[src/rtl/neuron_lut_arbiter.sv]
// Round-robin arbiter that shares one combinational LUT neuron among NUM_REQ requesters.
// Optional macro NEURON_LUT_OUT_REG_EN adds a register on lut_data (latency 3 instead of 2).
module neuron_lut_arbiter #(
  parameter int unsigned NUM_REQ = 4,
  parameter int unsigned ADDR_W  = 8,
  parameter int unsigned DATA_W  = 1
) (
  input  logic                      clk,
  input  logic                      rst_n,
  input  logic                      en,
  input  logic [NUM_REQ-1:0]        req_valid,
  input  logic [NUM_REQ*ADDR_W-1:0] req_addr,
  output logic [NUM_REQ-1:0]        req_ready,
  output logic [ADDR_W-1:0]         lut_addr,
  input  logic [DATA_W-1:0]         lut_data,
  output logic [NUM_REQ-1:0]        rsp_valid,
  output logic [DATA_W-1:0]         rsp_data,
  output logic                      busy,
  output logic [15:0]               grant_cnt
);

  localparam int unsigned IDX_W = (NUM_REQ > 1) ? $clog2(NUM_REQ) : 1;
  localparam int unsigned CNT_W = 16;
  localparam logic [IDX_W-1:0] LAST_IDX = IDX_W'(NUM_REQ - 1);
  localparam logic [CNT_W-1:0] CNT_MAX  = {CNT_W{1'b1}};

  logic [IDX_W-1:0]   last_grant_q, last_grant_d;
  logic [CNT_W-1:0]   grant_cnt_q, grant_cnt_d;
  logic [ADDR_W-1:0]  lut_addr_q, lut_addr_d;
  logic               s1_vld_q, s1_vld_d;
  logic [IDX_W-1:0]   s1_tag_q, s1_tag_d;
  logic [NUM_REQ-1:0] rsp_valid_q, rsp_valid_d;
  logic [DATA_W-1:0]  rsp_data_q, rsp_data_d;
  logic               busy_q, busy_d;

  logic               grant_vld_c;
  logic [IDX_W-1:0]   grant_idx_c;
  logic [IDX_W:0]     cand_c;
  logic               rsp_src_vld;
  logic [IDX_W-1:0]   rsp_src_tag;
  logic [DATA_W-1:0]  rsp_src_data;

`ifdef NEURON_LUT_OUT_REG_EN
  logic               s2_vld_q, s2_vld_d;
  logic [IDX_W-1:0]   s2_tag_q, s2_tag_d;
  logic [DATA_W-1:0]  lut_data_q, lut_data_d;
`endif

  // Round-robin search starting one past the last accepted requester.
  always_comb begin
    grant_vld_c = 1'b0;
    grant_idx_c = '0;
    cand_c      = '0;
    req_ready   = '0;
    if (rst_n && en) begin
      for (int unsigned k = 1; k <= NUM_REQ; k++) begin
        cand_c = {1'b0, last_grant_q} + (IDX_W+1)'(k);
        if (cand_c >= (IDX_W+1)'(NUM_REQ)) begin
          cand_c = cand_c - (IDX_W+1)'(NUM_REQ);
        end
        if (!grant_vld_c && req_valid[cand_c[IDX_W-1:0]]) begin
          grant_vld_c = 1'b1;
          grant_idx_c = cand_c[IDX_W-1:0];
        end
      end
      if (grant_vld_c) begin
        req_ready[grant_idx_c] = 1'b1;
      end
    end
  end

  // Response source: either the live LUT output or its registered copy.
`ifdef NEURON_LUT_OUT_REG_EN
  always_comb begin
    s2_vld_d   = s1_vld_q;
    s2_tag_d   = s2_tag_q;
    lut_data_d = lut_data_q;
    if (s1_vld_q) begin
      s2_tag_d   = s1_tag_q;
      lut_data_d = lut_data;
    end
    rsp_src_vld  = s2_vld_q;
    rsp_src_tag  = s2_tag_q;
    rsp_src_data = lut_data_q;
  end
`else
  always_comb begin
    rsp_src_vld  = s1_vld_q;
    rsp_src_tag  = s1_tag_q;
    rsp_src_data = lut_data;
  end
`endif

  // Next-state for arbiter pointer, counter and pipeline.
  always_comb begin
    last_grant_d = last_grant_q;
    grant_cnt_d  = grant_cnt_q;
    lut_addr_d   = lut_addr_q;
    s1_vld_d     = 1'b0;
    s1_tag_d     = s1_tag_q;
    rsp_valid_d  = '0;
    rsp_data_d   = rsp_data_q;
    if (grant_vld_c) begin
      last_grant_d = grant_idx_c;
      lut_addr_d   = req_addr[grant_idx_c*ADDR_W +: ADDR_W];
      s1_vld_d     = 1'b1;
      s1_tag_d     = grant_idx_c;
      if (grant_cnt_q != CNT_MAX) begin
        grant_cnt_d = grant_cnt_q + CNT_W'(1);
      end
    end
    if (rsp_src_vld) begin
      rsp_valid_d = NUM_REQ'(1) << rsp_src_tag;
      rsp_data_d  = rsp_src_data;
    end
`ifdef NEURON_LUT_OUT_REG_EN
    busy_d = s1_vld_d | s2_vld_d | rsp_src_vld;
`else
    busy_d = s1_vld_d | rsp_src_vld;
`endif
  end

  always_ff @(posedge clk or negedge rst_n) begin
    if (!rst_n) begin
      last_grant_q <= LAST_IDX;
      grant_cnt_q  <= '0;
      lut_addr_q   <= '0;
      s1_vld_q     <= 1'b0;
      s1_tag_q     <= '0;
      rsp_valid_q  <= '0;
      rsp_data_q   <= '0;
      busy_q       <= 1'b0;
    end else begin
      last_grant_q <= last_grant_d;
      grant_cnt_q  <= grant_cnt_d;
      lut_addr_q   <= lut_addr_d;
      s1_vld_q     <= s1_vld_d;
      s1_tag_q     <= s1_tag_d;
      rsp_valid_q  <= rsp_valid_d;
      rsp_data_q   <= rsp_data_d;
      busy_q       <= busy_d;
    end
  end

`ifdef NEURON_LUT_OUT_REG_EN
  always_ff @(posedge clk or negedge rst_n) begin
    if (!rst_n) begin
      s2_vld_q   <= 1'b0;
      s2_tag_q   <= '0;
      lut_data_q <= '0;
    end else begin
      s2_vld_q   <= s2_vld_d;
      s2_tag_q   <= s2_tag_d;
      lut_data_q <= lut_data_d;
    end
  end
`endif

  assign lut_addr  = lut_addr_q;
  assign rsp_valid = rsp_valid_q;
  assign rsp_data  = rsp_data_q;
  assign busy      = busy_q;
  assign grant_cnt = grant_cnt_q;

endmodule

[config.mk]
export PLATFORM = sky130hd
export DESIGN_NAME = neuron_lut_arbiter
export DESIGN_NICKNAME = d
export VERILOG_FILES = /design/src/rtl/neuron_lut_arbiter.sv
export SDC_FILE = /design/constraint.sdc
export NUM_CORES = 1
export LEC_CHECK = 0
export CAP_MARGIN = 20
export CORE_ASPECT_RATIO = 0.5
export CORE_MARGIN = 2
export CORE_UTILIZATION = 30
export DETAILED_ROUTE_END_ITERATION = 8
export RECOVER_POWER = 25
export SYNTH_ARGS = -nofsm -noshare
export SYNTH_HDL_FRONTEND = slang
export SYNTH_SLANG_ARGS = --single-unit
[constraint.sdc]
create_clock -name clk -period 3.2 [get_ports clk]
set_clock_uncertainty 0.1 [all_clocks]
set_input_delay 0.48 -clock clk [delete_from_list [all_inputs] [get_ports clk]]
set_output_delay 0.48 -clock clk [all_outputs]
set_load 0.02 [all_outputs]
==> results.md, run 1 <==
- Largest family of logic cells by synthesized area: simple AND/OR/NAND/NOR gates
- First-pass GRT wire length: about 7800 um
- Multiplexer share of the synthesized area: between 5 and 6%
- Synth top cells by count: dfrtp_1 (33), nor2_1 (16), nand2_1 (14), xnor2_1 (10), mux2i_1 (8)
- Gp weighted congestion: roughly 0.84
- FF-to-FF setup slack: ~1100 ps
- Outcome: finished, violations left
- Max cap viols: 1
- Syn-to-layout area delta: 53.3%
- Rel. slew slack: -21.5%
- DRT antenna net count: 0
- Initial Utilization: roughly 31%
- Htree depth: 2
- Vias in the first global route: between 1500 and 2000
- Worst hold path class: reg2reg
- Register area share after synthesis: 47.0%
- Total power draw: ~1.7 mW
- Synthesis Warnings: 0
- Fin Setup TNS: 0 ps
- Routed vias/inst: about 4.6
- Worst hold slack: roughly 380 ps
- Critical Path Source Type: input pin
- Number of synthesized flops with an enable pin: 0
- Pins over their slew limit: 36
- Post-synthesis net count: roughly 210
- Fmax: 0.322 GHz
- Final period util: slightly below 100%
- Synth Flop Type: dfrtp_1
- Core area: about 6100 um^2
- Postcts setup bufs: 0
- Final hold violations: 0
- Count leader, synth: dfrtp_1
- CTS tree: yes
- Area leader, netlist: dfrtp_1
- Cts repair resizes: 0
- Total CTS buffers: 5
- Detailed Routing Iterations Pass 1: 4
- Largest net degree at the start of global routing: 36
- Crit path time final: between 3000 and 4000 ps
- Hold_buf cts: 0
- DP Area: around 2700 um^2
- Worst-path cell chain: clkdlybuf4s50_1 -> nor2b_1 -> nor2_1 -> or3_1 -> nor4_1 -> clkdlybuf4s50_1
- HPWL Detailed: approximately 3700 um
- Final #Nets: roughly 300
- CTS sink count: 35
- Grt ovf: 0
- Synth area leaders: dfrtp_1 (44%), xnor2_1 (4.7%), mux2i_1 (4.3%), a211oi_2 (4.0%), nor2_1 (3.2%)
- I/O pin count: between 70 and 80
- Drt drc: 0
- Average cell area after synthesis: ~11 um^2
- Synth Area in Compound Gates: 18.0%
- Worst-path maximum fanout: 3
- Total GRT Usage: between 10% and 20%
- Post-synth design cell area: around 1900 um^2
- Util after Layout: 47.3%
- Worst VDD drop: around 0.28 mV
- Total wire length: approximately 4700 um
- Die H: between 50 and 60 um
- Clock Latency Late Sink: between 200 and 300 ps
- Worst Tran Pin Value: between 1500 and 2000 ps
- CP Capture Type: primary output
- # rows: 20
- Critical R2R Launch: last_grant_q[0]$_DFFE_PN1P_
- Simple-gate share of the synthesized area: ~18%
- Post-synthesis register bit count: 35
- Xor-xnor portion of the synthesized cell area: under 10%
- Layout cells sized above 1: 12.9%
- Failing checks: max-capacitance violations, max-slew violations
- Clock Path Buffers: 2
- Vias: about 1600
- Req. time, crit path: roughly 2600 ps
- Crit path DAT: about 2500 ps
- Initial antenna violation count: 0
- Cell variety after synth: 45
- Max stage delay cell, worst path: clkdlybuf4s50_1
- Synth Instances: 171
- Critical Path Max Stage Delay: approximately 660 ps
- CTS Root Cell: clkbuf_16
- Adder-cell share of the synthesized area: less than 1%
- Ant diodes: 0
- DRT iter0 DRCs: 55
- CP startpoint: req_valid[3]
- Clk slew on worst S/H paths: around 50 ps
- Top cell by count, worst path: clkdlybuf4s50_1
- Chip width: around 120 um
- Buffers on Ports: 73
- Unrepaired setup endpoints after global routing: no
- PwrDens: approximately 600 nW/um^2
- Top cell type's share of synthesized area: between 40 and 50%
- Critical path type: in2out
- Final Instance Area: 2870 um^2
- Hold Startpoint: rsp_src_tag[0]$_DFFE_PN0P_
- Die footprint: approximately 7000 um^2
- Asr flop ratio synth: 100%
- Setup violators final: 0
- Leakage: 1.18 nW
- Routed wire per std cell: ~14 um
kinds of logic (layout without fill, tap and decap cells):
| family | count (synthesis) | after routing |
|---|---|---|
| buf+inv | 10 | 94 |
| fa+ha+maj | 1 | 1 |
| compound gates | 37 | 37 |
| xor+xnor | 14 | 14 |
| simple gates | 64 | 64 |
| flops | 35 | 35 |
| mux | 10 | 10 |
metal layers:
metal  up-vias  track usage [%]  part of all wire (%)
met4         0             3.23                  0.30
met1       766             17.8                    44
li1        790                -                     -
met5         -                0                     0
met2        31             25.7                    51
met3         2             4.26                   4.6
cells in the final DEF (no fill, tap or decap), types with 2 or more instances in the layout:
master	n
clkdlybuf4s50_1	71
dfrtp_1	33
nor2_1	16
nand2_1	14
xnor2_1	10
buf_4	10
mux2i_1	8
nand4_1	7
o31a_1	6
a211oi_2	6
nand3_1	5
a211oi_1	5
clkbuf_16	5
nor4_1	4
xor2_1	4
a21o_1	4
nand2b_1	3
and3_1	3
o31ai_1	3
o211ai_1	3
nor2b_1	2
o21ai_0	2
and4_1	2
inv_1	2
a21oi_1	2
dlygate4sd3_1	2
dfstp_2	2
metrics by stage:
step                      cells  worst slack [ps]
after floorplan             171               614
after global placement      336               123
after detailed placement    336              61.4
after CTS                   343              57.8
after global routing        343              9.89
final                       343              91.4
final cells by class:
class | instances | area [um^2]
fill | 591 | 3190
inverter | 3 | 11.3
timing repair buffer | 84 | 810
tap | 88 | 110
multi-input combinational | 126 | 918
clock inverter | 2 | 13.8
sequential | 35 | 878
clock buffer | 5 | 125
worst max-delay path, delay by kind of cell:
| kind | cells | cell delay [ps] |
|---|---|---|
| simple gates | 4 | 910 |
| buf+inv | 2 | 1130 |
power breakdown:
part           switching, mW  internal [mW]  total (mW)
clock network          0.174          0.283       0.457
registers             0.0844          0.536       0.620
logic                  0.295          0.302       0.598
registers in the layout, summed over array words and instances (netlist names):
name          count
grant_cnt        16
rsp_src_tag       2
last_grant_q      2
rsp_src_vld       1
busy              1
lut_addr          8
rsp_data          1
rsp_valid         4
path summary, 6_finish.rpt:
kind,endpoint,cells past startpoint
max in group asynchronous,lut_addr[2]$_DFFE_PN0P_,2
min in group asynchronous,lut_addr[5]$_DFFE_PN0P_,2
hold / removal,rsp_valid[2]$_DFF_PN0_,1
setup reg to reg,lut_addr[2]$_DFFE_PN0P_,6
hold reg to reg,rsp_valid[2]$_DFF_PN0_,1
setup / recovery,req_ready[2],6
(Power assumes the default switching activity.)
==> inputs of run 2 (changes only) <==
--- a/config.mk
+++ b/config.mk
@@ -5,11 +5,12 @@
 export SDC_FILE = /design/constraint.sdc
 export NUM_CORES = 1
 export LEC_CHECK = 0
-export CAP_MARGIN = 20
+export CAP_MARGIN = 25
 export CORE_ASPECT_RATIO = 0.5
 export CORE_MARGIN = 2
-export CORE_UTILIZATION = 30
+export CORE_UTILIZATION = 47
 export DETAILED_ROUTE_END_ITERATION = 8
+export PLACE_DENSITY = 0.86
 export RECOVER_POWER = 25
 export SYNTH_ARGS = -nofsm -noshare
 export SYNTH_HDL_FRONTEND = slang
==> run 2 against run 1 <==
Net effect: the run still ends with max-capacitance violations, max-slew violations left; global-route usage rose by 6.9 points; worst setup slack better by 65 ps; final cell count is 9.0% lower; routed wire length increased by 0.83%; critical path type unchanged; register-to-register slack worse by 80 ps; largest cell class unchanged; non-clock buffer count up 2; clock power down 34%; first-iteration DRC count decreased by 31%; highest routed layer unchanged; cell area is 2.9% lower; sequential power is essentially flat.
==> results.md, run 2 (synthesis results as in run 1) <==
- Total GRT Usage: a little over a fifth
- Die H: between 40 and 50 um
- Setup violators final: 0
- Worst Tran Pin Value: approximately 1800 ps
- I/O pin count: 74
- Drt drc: 0
- Pins over their slew limit: 36
- Outcome: finished, violations left
- Detailed Routing Iterations Pass 1: 4
- Reg2reg path depth: 8
- Critical Path Max Stage Delay: a little over 600 ps
- Leakage: roughly 1.2 nW
- Worst setup slack after placement: approximately 130 ps
- Worst hold path class: reg2reg
- Core area: ~3900 um^2
- Total wire length: around 4800 um
- Largest net degree at the start of global routing: 36
- Layout cells sized above 1: between 10% and 20%
- Fillers: 280
- Clk slew on worst S/H paths: roughly 70 ps
- Worst Setup Slack, final: roughly 160 ps
- Die footprint: 4530 um^2
- Max reg flops: 16
- Initial Utilization: between 40% and 50%
- Vias: around 1600
- Critical path type: in2out
- Util after Layout: 72.0%
- Critical Path End: req_ready[1]
- CTS tree: yes
- CTS Root Cell: clkbuf_8
- Routed wire per std cell: approximately 15 um
- Failing checks: max-capacitance violations, max-slew violations
- Fin Setup TNS: 0 ps
- Grt ovf: 0
- Worst-path cell chain: clkdlybuf4s50_1 -> nor2_1 -> and2_1 -> nor3_4 -> buf_4 -> nor2_1 -> clkdlybuf4s50_1
- Syn-to-layout area delta: 48.9%
- Most common cell after layout, fill and taps aside: clkdlybuf4s50_1
- Clock Path Buffers: 2
- Total CTS buffers: 5
- Routed vias/inst: 5.25
- Clock Latency Late Sink: roughly 280 ps
- Commonest non-fill, non-tap cells in the layout: clkdlybuf4s50_1 (70), dfrtp_1 (33), nor2_1 (16), nand2_1 (14), buf_4 (12)
- Post-route insts no fill: about 310
- Unrepaired setup endpoints after global routing: no
- Critical R2R Launch: last_grant_q[0]$_DFFE_PN1P_
- DRT antenna net count: 0
- Crit path DAT: ~2500 ps
- Worst hold slack: a little under 400 ps
- Req. time, crit path: around 2600 ps
- Gp weighted congestion: between 0.8 and 0.9
- Worst-path maximum fanout: 10
- Chip width: roughly 93 um
- CTS sink count: 35
- Crit path time final: approximately 3000 ps
- Fmax: roughly 0.33 GHz
- Final #Nets: slightly below 300
- Max stage delay cell, worst path: clkdlybuf4s50_1
- HPWL Detailed: 3660 um
- CP Capture Type: primary output
- Final period util: 95.1%
- PwrDens: roughly 550 nW/um^2
- CP startpoint: req_valid[0]
- Worst VDD drop: roughly 0.37 mV
- Ant diodes: 0
- Hold_buf cts: 0
- Postcts setup bufs: 0
- Critical Path Source Type: input pin
- DRT iter0 DRCs: 38
- Final hold violations: 0
- Buffers on Ports: 73
- FF-to-FF setup slack: just over 1000 ps
- Placed insts: 304
- # rows: 16
- Vias in the first global route: ~1600
- Initial antenna violation count: 0
- First-pass GRT wire length: between 7000 and 8000 um
- Max cap viols: 1
- Reg2reg end: lut_addr[6]$_DFFE_PN0P_
- Rel. slew slack: -20.7%
- Htree depth: 2
-- run 2: worst min-delay path by stage --
stage	startpoint	to	slack (ps)	depth (start not counted)
final	grant_cnt[8]$_DFFE_PN0P_	grant_cnt[8]$_DFFE_PN0P_	400	1
after global routing	grant_cnt[15]$_DFFE_PN0P_	grant_cnt[15]$_DFFE_PN0P_	420	1
after CTS	grant_cnt[8]$_DFFE_PN0P_	grant_cnt[8]$_DFFE_PN0P_	410	1
after detailed placement	rsp_src_tag[0]$_DFFE_PN0P_	rsp_valid[2]$_DFF_PN0_	390	1
after global placement	rsp_src_tag[0]$_DFFE_PN0P_	rsp_valid[2]$_DFF_PN0_	380	1
after floorplan	rst_n	busy$_DFF_PN0_	80	0
-- run 2: final cells by class --
| cell class | count | area (um^2) | area share (%) |
|---|---|---|---|
| clock buffers | 8 | 80.1 | 2.88 |
| inverters | 3 | 11.3 | 0.405 |
| multi-input cells | 126 | 918 | 33.0 |
| flip-flops and latches | 35 | 878 | 31.6 |
| well taps | 54 | 67.6 | 2.43 |
| repair buffers | 86 | 827 | 29.7 |
-- run 2: report_power, final --
group	internal [mW]	total (mW)	leakage [nW]	switching, mW
Sequential	0.535	0.619	0.441	0.0845
Combinational	0.312	0.619	0.698	0.307
Clock	0.155	0.302	0.0395	0.147
Total	1.00	1.54	1.18	0.539
-- run 2: timing repair --
action,CTS,global route
hold endpoints to repair,0,0
gates resized for setup,0,1
endpoints found under the setup margin,0,1
-- run 2: layer usage --
metal	wire length [um]	global-route usage (%)	share of wire [%]
met1	2090	28.6	44
met2	2430	35.9	51
met3	182	3.12	3.8
met4	55	7.84	1.2
met5	0	0	0
-- run 2: through the flow --
stage	total power [mW]	instance area [um^2]
floorplan	0.960	1870
global placement	1.22	2700
detailed placement	1.25	2700
CTS	1.55	2780
global route	1.63	2780
finish	1.54	2780
-- run 2: critical path, delay by kind of cell --
kind | cells | cell delay [ps]
simple gates | 4 | 760
buf+inv | 3 | 1230
==> variant: new RTL, flow settings as in run 1 <==
The option `NEURON_LUT_OUT_REG_EN` is turned on by a define.
--- a/src/rtl/neuron_lut_arbiter.sv
+++ b/src/rtl/neuron_lut_arbiter.sv
@@ -1,5 +1,7 @@
 // Round-robin arbiter that shares one combinational LUT neuron among NUM_REQ requesters.
 // Optional macro NEURON_LUT_OUT_REG_EN adds a register on lut_data (latency 3 instead of 2).
+`define NEURON_LUT_OUT_REG_EN
+
 module neuron_lut_arbiter #(
   parameter int unsigned NUM_REQ = 4,
   parameter int unsigned ADDR_W  = 8,
Formal check against the unedited RTL: not equivalent (a bounded check fails within 4 cycles, from zero or initial values and one cycle with rst_n low).
==> variant against run 1 <==
Non-clock buffer count up 1; die area up 5.8%; setup slack better by 0.057 ns; design area up 5.2%; worst hold slack worse by 0.21 ns; area after synthesis up 6.2%; maximum frequency up 1.9%; routed wire length up 8.1%; sequential cell count up 4; total power up 7.4%; critical endpoint is now req_ready[0]; largest power group unchanged; highest routed layer unchanged.
==> variant: results <==
[run_status]
status = "completed"

[detailed_routing]
drt_iter0_drc = 105
vias = 1749
met2_length_mm = 2.42
met1_length_mm = 2.36
route.met3.wl_um = 273
wirelength_mm = 5.10

[pwr]
power_switching_w = 0.000595
vdd_drop_max_mv = 0.364
p_leak_nw = 1.29
power.total_w = 0.00180
pwr-share-clk = 0.267

[final_layout]
buf_share = 0.271
n_all_buffers = 85
layout.nets = 313
design.seq.count = 39
comb.multi_input.count = 139
multi_input_area_share = 0.318
inverters = 2

[sta]
slew_headroom = 0.581

[synth]
synth_compound_area_frac = 0.151
ys_top_cells_by_area = "dfrtp_1 47%, xnor2_1 4.9%, nand2_1 4.5%, nand4_1 4.1%, mux2i_1 4.0%"
synth_cells = 187
netlist_top_cells_count = "37 x dfrtp_1, 24 x nand2_1, 13 x nand4_1"

[global_route]
globalRouteMet1Util = 0.184
globalRouteMet3Util = 0.0426
grt_usage = 0.144
grt_pass1_wl_mm = 8.19
grt_start_max_net_pins = 41

[worst_setup_path]
slowest_delay_ns = 0.63
rrSetupSlack_ns = 1.23
r2r_cells = 7
cp_data_arrival_time_ns = 2.47
cp_max_fo = 4

[place]
placed_cells = 353

[worst_hold_path]
hold_path.class = "in -> async"
[variant: cell types whose count changed in the layout (fill, tap and decap cells not counted), sizes merged, moves of 5 or more]
| cell | before | now |
|---|---|---|
| o211ai | 3 | 8 |
| nor3 | 1 | 6 |
| nand4 | 8 | 13 |
| a211oi | 11 | 0 |
| nand2 | 14 | 24 |
| nor2 | 16 | 10 |
| a211o | 0 | 8 |
| o31a | 6 | 1 |
[variant: worst max-delay path by stage]
stage / endpoint / start / slack [ns] / cells past startpoint
after CTS: req_ready[1] / req_valid[3] / 0.01 / 7
after global routing: req_ready[0] / req_valid[3] / 0.01 / 7
after detailed placement: req_ready[1] / req_valid[3] / 0.01 / 7
after floorplan: req_ready[0] / req_valid[3] / 0.69 / 7
after global placement: req_ready[1] / req_valid[3] / 0.14 / 7
final: req_ready[0] / req_valid[3] / 0.15 / 7
[variant: timing repair]
item	in CTS	in global routing
setup buffers	0	0
endpoints found under the setup margin	0	3
resized for setup	0	2
